`config.mk`:
```
export PLATFORM = sky130hd
export DESIGN_NAME = pulse_limiter
export DESIGN_NICKNAME = d
export VERILOG_FILES = /design/src/rtl/pulse_limiter.sv
export SDC_FILE = /design/constraint.sdc
export NUM_CORES = 1
export LEC_CHECK = 0
export BUFFER_PORTS_ARGS = -buffer_cell sky130_fd_sc_hd__buf_2
export CAP_MARGIN = 20
export CORE_ASPECT_RATIO = 0.5
export CORE_MARGIN = 2
export CORE_UTILIZATION = 50
export DETAILED_ROUTE_END_ITERATION = 8
export PLACE_DENSITY = 0.75
export REMOVE_ABC_BUFFERS = 1
export SLEW_MARGIN = 20
export SYNTH_ARGS = -nofsm -noshare
export SYNTH_HDL_FRONTEND = slang
export SYNTH_SLANG_ARGS = --single-unit
```
`constraint.sdc`:
```
create_clock -name i_clk -period 6.95 [get_ports i_clk]
set_input_delay 1.39 -clock i_clk [delete_from_list [all_inputs] [get_ports i_clk]]
set_output_delay 1.39 -clock i_clk [all_outputs]
set_load 0.02 [all_outputs]
```
`src/rtl/pulse_limiter.sv`:
```
// Interrupter pulse conditioner: sync + glitch filter, then an FSM that caps
// on-time, enforces a minimum off-time and counts on-time cut-offs.
module pulse_limiter #(
    parameter int FILT_CYC    = 6,
    parameter int MAX_ON_UNIT = 1200,
    parameter int MIN_OFF_CYC = 3000,
    parameter int CNT_W       = 16
) (
    input  logic       i_clk,
    input  logic       i_res,
    input  logic       i_pls,
    input  logic       i_enable,
    input  logic [2:0] i_sel,
    output logic       o_pls,
    output logic       o_trip,
    output logic [7:0] o_trip_cnt,
    output logic [1:0] o_state
);
    localparam int FC_W = ($clog2(FILT_CYC) > 0) ? $clog2(FILT_CYC) : 1;
    localparam logic [FC_W-1:0]  FC_LAST  = FC_W'(FILT_CYC - 1);
    localparam logic [CNT_W-1:0] OFF_LAST = CNT_W'(MIN_OFF_CYC - 1);

    typedef enum logic [1:0] {
        IDLE    = 2'd0,
        ON      = 2'd1,
        LOCKOUT = 2'd2,
        HOLDOFF = 2'd3
    } state_t;

    logic            s1, s2, f, f_d, rise;
    logic [FC_W-1:0] fc;
    state_t          state, state_nxt;
    logic [CNT_W-1:0] on_cnt, off_cnt, max_on, max_on_sel;
    logic            pls_nxt, trip_nxt, on_last, off_last;

    // A level change reaches f only after FILT_CYC consecutive cycles at s2.
    always_ff @(posedge i_clk) begin
        if (i_res) begin
            s1  <= 1'b0;
            s2  <= 1'b0;
            f   <= 1'b0;
            f_d <= 1'b0;
            fc  <= '0;
        end else begin
            s1  <= i_pls;
            s2  <= s1;
            f_d <= f;
            if (s2 == f) begin
                fc <= '0;
            end else if (fc == FC_LAST) begin
                f  <= s2;
                fc <= '0;
            end else begin
                fc <= fc + FC_W'(1);
            end
        end
    end

    assign rise       = f & ~f_d;
    assign max_on_sel = CNT_W'(MAX_ON_UNIT) * (CNT_W'(i_sel) + CNT_W'(1));
    assign on_last    = (on_cnt == max_on - CNT_W'(1));
    assign off_last   = (off_cnt == OFF_LAST);

    always_comb begin
        state_nxt = state;
        case (state)
            IDLE:    if (rise && i_enable) state_nxt = ON;
            ON: begin
                // Input fall or disable outranks the limit: no trip in that case.
                if (!f || !i_enable) state_nxt = HOLDOFF;
                else if (on_last)    state_nxt = LOCKOUT;
            end
            LOCKOUT: if (!f)      state_nxt = HOLDOFF;
            HOLDOFF: if (off_last) state_nxt = IDLE;
            default: state_nxt = IDLE;
        endcase
    end

    always_comb begin
        pls_nxt  = (state_nxt == ON);
        trip_nxt = (state == ON) && (state_nxt == LOCKOUT);
    end

    always_ff @(posedge i_clk) begin
        if (i_res) begin
            state      <= IDLE;
            on_cnt     <= '0;
            off_cnt    <= '0;
            max_on     <= '0;
            o_pls      <= 1'b0;
            o_trip     <= 1'b0;
            o_trip_cnt <= 8'd0;
        end else begin
            state  <= state_nxt;
            o_pls  <= pls_nxt;
            o_trip <= trip_nxt;
            if (trip_nxt && o_trip_cnt != 8'hFF)
                o_trip_cnt <= o_trip_cnt + 8'd1;
            // Limit is frozen at pulse start so i_sel changes mid-pulse are ignored.
            if (state == IDLE && state_nxt == ON) begin
                on_cnt <= '0;
                max_on <= max_on_sel;
            end else if (state == ON) begin
                on_cnt <= on_cnt + CNT_W'(1);
            end
            if (state != HOLDOFF && state_nxt == HOLDOFF)
                off_cnt <= '0;
            else if (state == HOLDOFF)
                off_cnt <= off_cnt + CNT_W'(1);
        end
    end

    assign o_state = state;
endmodule
```
==> metrics.txt, run 1 <==
status finished clean; Main synth FF type dfxtp_1; total power 0.843 mW; initial antenna violation count 0; layout cells sized above 1 0.114; Final GP Congestion 0.823; Yosys cell types 54; crit path DAT 4120 ps; first-pass GRT wire length 12300 µm; final worst setup slack 3010 ps; Adder-Cell Fraction of Synth Area 0.0697; Worst-path clk slew 60 ps; Die Y 63.3 µm; Layout Nets 452; top area cells in the synthesized netlist dfxtp_1 35%, xor2_1 6.7%, ha_1 6.4%; HP Class reg2reg; post-synthesis mux area share 0.00569; worst path required time 7130 ps; Core Util, Final 0.581; die area 7770 µm²; #FFs+latches synth 62; Post-Synthesis Cells 420; Finished Cell Area 3920 µm²; dpl ws 2730 ps; clock skew 8.11 ps; MaxCap Viol Count 0; relative slew slack 0.463; static leakage 1.45 nW; pwr dens 215 nW/µm²; ant diodes 0; crit-path max FO 6; 1st-pass router iterations 4; post-DR vias/cell 5.59; largest family of logic cells by synthesized area simple AND/OR/NAND/NOR gates; Avg Cell Area, Syn 8.38 µm²; WL per Instance 13.8 µm; Peak VDD IR 110 µV; CTS tree built; crit start category input port; Std-Cell Rows 21; Tcrit/Tclk final 0.567; area leader, netlist dfxtp_1; starting density of the core 0.521; remaining global-route overflow 0; Layout area overhead 11.5%; xor-xnor portion of the synthesized cell area 0.119; Final Hold Vio Count 0; cts hold-fix bufs 0; DRT iter0 DRCs 192; area fraction in compound gates after synthesis 0.135; vias in the first global route 2676; final setup vio count 0; number of port buffers 18; Setup TNS 0 ps; fill count 582; number of flops mapped to enable cells by yosys 0; f_max 254 MHz; routed vias 2923; register area share after synthesis 0.353; asr flop ratio synth 0; Core Area 6750 µm²; Residual DRC 0; number of synthesis warnings 0; largest net degree at the start of global routing 45; Syn Std Cell Area 3520 µm²; Placement Cell Area 3630 µm²; H-tree levels 3; worst skew pair latency 330 ps; simple logic cell fraction of the synthesized area 0.273; CP endpoint kind flip-flop; Post-CTS Resized 0; Slew Viols, Final 0; critical path type in2reg; CTS Buf Count 9; Synth top area share 0.353; Die X 123 µm; I/O pin total 19; Detail Route Antenna Nets 0; Period minus WS final 3940 ps; postcts setup bufs 0; unrepaired setup endpoints after global routing false; Sink Count 62; post-DP HPWL 4950 µm; CTS Root Buffer Type clkbuf_16; Tot GR Track Use 0.201; maximum clock insertion buffer count 2; Routed WL 7210 µm; Worst Tran Pin Value 806 ps
layout make-up:
cell class	instances	area, µm²	area share
multi-input combinational	321	2130	0.544
sequential	62	1240	0.316
timing repair buffer	19	97.6	0.0249
inverter	13	48.8	0.0124
tap	92	115	0.0293
clock buffer	11	253	0.0644
clock inverter	5	33.8	0.00861
where the power goes:
group	total (mW)	internal (mW)	switching (mW)
clock	0.417	0.259	0.157
sequential	0.365	0.359	0.00551
combinational	0.0618	0.0235	0.0383
final timing paths:
path	cells after the start	slack (ps)	from	end
max	15	3010	i_sel[0]	max_on[12]
min	1	460	fc[0]	fc[0]
min reg2reg	1	460	fc[0]	fc[0]
max reg2reg	9	3730	max_on[4]	off_cnt[6]
worst max-delay path, cell delays in order:
cell and delay [ps]:
buf_2 150, ha_1 210, xor2_1 360, ha_1 220
inv_1 50, fa_1 470, inv_1 50, ha_1 220
a21o_1 180, a21o_1 190, a21oi_1 140, nor2_1 80
xnor2_1 140, o21ai_0 100, nor2b_1 160
Yosys cell counts, types with 2 or more instances:
cell / number
nor2_1: 47
clkbuf_1: 20
a21oi_1: 22
nor4_1: 9
a211oi_1: 5
nor2b_1: 7
dfxtp_1: 62
or4_1: 8
inv_1: 13
nand2_1: 37
a2111oi_4: 2
nor3_1: 24
buf_6: 2
nand2b_1: 4
o31ai_1: 6
xnor2_1: 21
or3_1: 3
ha_1: 18
o211ai_1: 2
o2111ai_1: 2
o21ai_0: 10
nand4_1: 6
nand3b_1: 2
o22ai_1: 2
a21o_1: 2
and3_1: 11
nand3_1: 19
mux2i_1: 2
xor2_1: 27
registers in the layout (all words and copies together), names as in the netlist, 2 cells and up:
| register | cells |
|---|---|
| off_cnt | 16 |
| on_cnt | 16 |
| max_on | 11 |
| o_trip_cnt | 8 |
| fc | 3 |
| o_state | 2 |
cell usage in the layout, fill, tap and decap left out, types with 3 or more instances in the layout:
master,netlist,layout
nand3_1,19,19
xnor2_1,21,21
nand4_1,6,6
xor2_1,27,27
inv_1,13,13
or4_1,8,8
buf_2,0,18
nor4_1,9,8
a21oi_1,22,22
nand2b_1,4,4
nand2_1,37,37
ha_1,18,18
o31ai_1,6,6
o21ai_0,10,10
nor3_1,24,24
dfxtp_1,62,62
nor2_1,47,47
nor2b_1,7,7
or3_1,3,3
a211oi_1,5,5
clkbuf_16,0,9
and3_1,11,11
layer usage:
metal  part of all wire  global-route usage  vias to the layer above
li1                   -                   -                     1500
met1               0.50               0.261                     1371
met2               0.46               0.324                       44
met3              0.031              0.0543                        8
met4              0.011              0.0690                        0
met5                  0                   0                        -
metrics by stage:
stage / std cells / hold slack, ps
6_report: 523 / 456
5_1_grt: 523 / 468
4_1_cts: 523 / 458
3_5_place_dp: 507 / 445
3_3_place_gp: 507 / 442
2_1_floorplan: 396 / 414
cells by family after synthesis:
family,Yosys count
AO/OA/AOI/OAI,64
XOR/XNOR,48
flip-flops,62
multiplexers,2
AND/OR/NAND/NOR,188
buffers and inverters,37
adder cells (fa/ha/maj),19
No activity file was read; power rests on OpenSTA's default activity.
==> inputs of run 2 (changes only) <==
--- a/config.mk
+++ b/config.mk
@@ -11,7 +11,7 @@
 export CORE_MARGIN = 2
 export CORE_UTILIZATION = 50
 export DETAILED_ROUTE_END_ITERATION = 8
-export PLACE_DENSITY = 0.75
+export PLACE_DENSITY = 0.78
 export REMOVE_ABC_BUFFERS = 1
 export SLEW_MARGIN = 20
 export SYNTH_ARGS = -nofsm -noshare
==> constraint.sdc (replaced) <==
create_clock -name i_clk -period 3.15 [get_ports i_clk]
set_input_delay 0.63 -clock i_clk [delete_from_list [all_inputs] [get_ports i_clk]]
set_output_delay 0.63 -clock i_clk [all_outputs]
set_load 0.02 [all_outputs]
==> run 2 against run 1 <==
- global-route usage rose by 0.60 points
- hold slack got worse by 3.5 ps
- final area rose by 3.7%
- core utilization rose by 2.1 points
- register-to-register slack got worse by 3500 ps
- clock-buffer cell count fell by 1
- non-clock buffer count rose by 17
==> metrics.txt, run 2 (synthesis gave the netlist of run 1 again) <==
total power 1.94 mW (was 0.843 mW); CTS tree built (unchanged); die area 7770 µm² (unchanged); WL met2 3480 µm (was 3320 µm); Sink Count 62 (unchanged); WL per Instance 13.6 µm (was 13.8 µm); I/O pin total 19 (unchanged); post-DR vias/cell 5.62 (was 5.59); Max Used Layer met4 (unchanged); final worst setup slack 155 ps (was 3010 ps); Worst-path clk slew 50 ps (was 60 ps); worst path required time 3350 ps (was 7130 ps); Layout area overhead 15.6% (was 11.5%); met3 wire len 288 µm (was 223 µm); Residual DRC 0 (unchanged); crit path DAT 3200 ps (was 4120 ps); Period minus WS final 2990 ps; ant diodes 0 (unchanged); crit start category input port (unchanged); unrepaired setup endpoints after global routing false (unchanged); Core Util, Final 0.602 (was 0.581); MaxCap Viol Count 0 (unchanged); WL met1 3420 µm (was 3580 µm); dpl ws -125 ps (was 2730 ps); Top Registers off_cnt x16, on_cnt x16, max_on x11 (unchanged); final setup vio count 0 (unchanged); routed vias 3033 (was 2923); Final GP Congestion 0.850 (was 0.823); Final Hold Vio Count 0 (unchanged); Die Y 63.3 µm (unchanged); relative slew slack 0.570 (was 0.463); maximum clock insertion buffer count 2 (unchanged); largest net degree at the start of global routing 32 (was 45); status finished clean (unchanged); remaining global-route overflow 0 (unchanged); Tot GR Track Use 0.207 (was 0.201); Tcrit/Tclk final 0.951; critical path type in2reg (unchanged); crit-path max FO 4 (was 6); DRT iter0 DRCs 157 (was 192); Detail Route Antenna Nets 0 (unchanged); initial antenna violation count 0 (unchanged); commonest non-fill, non-tap cells in the layout 62 x dfxtp_1, 47 x nor2_1, 37 x nand2_1 (unchanged); vias in the first global route 2954 (was 2676); CTS Buf Count 9 (unchanged); CP endpoint kind flip-flop (unchanged); number of port buffers 18 (unchanged); layout cells sized above 1 0.152 (was 0.114); clock skew 7.06 ps (was 8.11 ps); pwr dens 476 nW/µm² (was 215 nW/µm²); HP Class reg2reg (unchanged); Worst Tran Pin Value 645 ps (was 806 ps); Routed WL 7330 µm (was 7210 µm); CTS Root Buffer Type clkbuf_16 (unchanged); Peak VDD IR 327 µV (was 110 µV); 1st-pass router iterations 4 (unchanged); static leakage 1.55 nW (was 1.45 nW); first-pass GRT wire length 12900 µm (was 12300 µm); post-DP HPWL 5010 µm (was 4950 µm); Die X 123 µm (unchanged); f_max 334 MHz; Setup TNS 0 ps (unchanged); H-tree levels 3 (unchanged); Layout Nets 469 (was 452); Slew Viols, Final 0 (unchanged); Std-Cell Rows 21 (unchanged); starting density of the core 0.521 (unchanged); worst skew pair latency 330 ps (about the same); Core Area 6750 µm² (unchanged); most common cell after layout, fill and taps aside dfxtp_1 (unchanged)
## run 2: worst paths after layout
path                            startpoint  cells after the start            end  slack, ps
worst min-delay path                 fc[0]                      1          fc[0]        450
worst max-delay path              i_sel[0]                     15     max_on[12]        160
worst max register to register   max_on[5]                     10  o_trip_cnt[7]        190
worst min register to register       fc[0]                      1          fc[0]        450
## run 2: stage by stage
step	area, µm²	hold WS, ps	instances
2_1_floorplan	3410	414	396
3_3_place_gp	3760	421	524
3_5_place_dp	3760	446	524
4_1_cts	4060	453	540
5_1_grt	4070	468	540
6_report	4070	453	540
## run 2: layout make-up
type	count	area, µm²
Clock buffer	10	239
Clock inverter	6	61.3
Fill cell	571	2690
Inverter	13	48.8
Multi-Input combinational cell	321	2140
Sequential cell	62	1240
Tap cell	92	115
Timing Repair Buffer	36	225
## run 2: repair_timing
item                       CTS  global route
hold buffers                 0             0
setup buffers                0             0
setup endpoints to repair    0             2
resized for setup            0             3
## run 2: report_power, final
group	total [mW]	internal [mW]	switching, mW
clock	0.972	0.629	0.343
combinational	0.161	0.0709	0.0905
sequential	0.804	0.792	0.0116
## run 2: critical path, cell delays in order
cell and delay (ps):
buf_2 120, ha_1 220, xor2_2 200, ha_1 280, inv_1 50, fa_1 500, inv_1 50, ha_1 210
a21o_1 180, a21o_1 200, a21oi_2 140, nor2_1 80, xnor2_1 140, o21ai_1 80, nor2b_1 130
## run 2: routing by layer
metal,up-vias,global-route usage
li1,1529,-
met1,1429,0.251
met2,60,0.352
met3,15,0.0571
met4,0,0.0776
met5,-,0
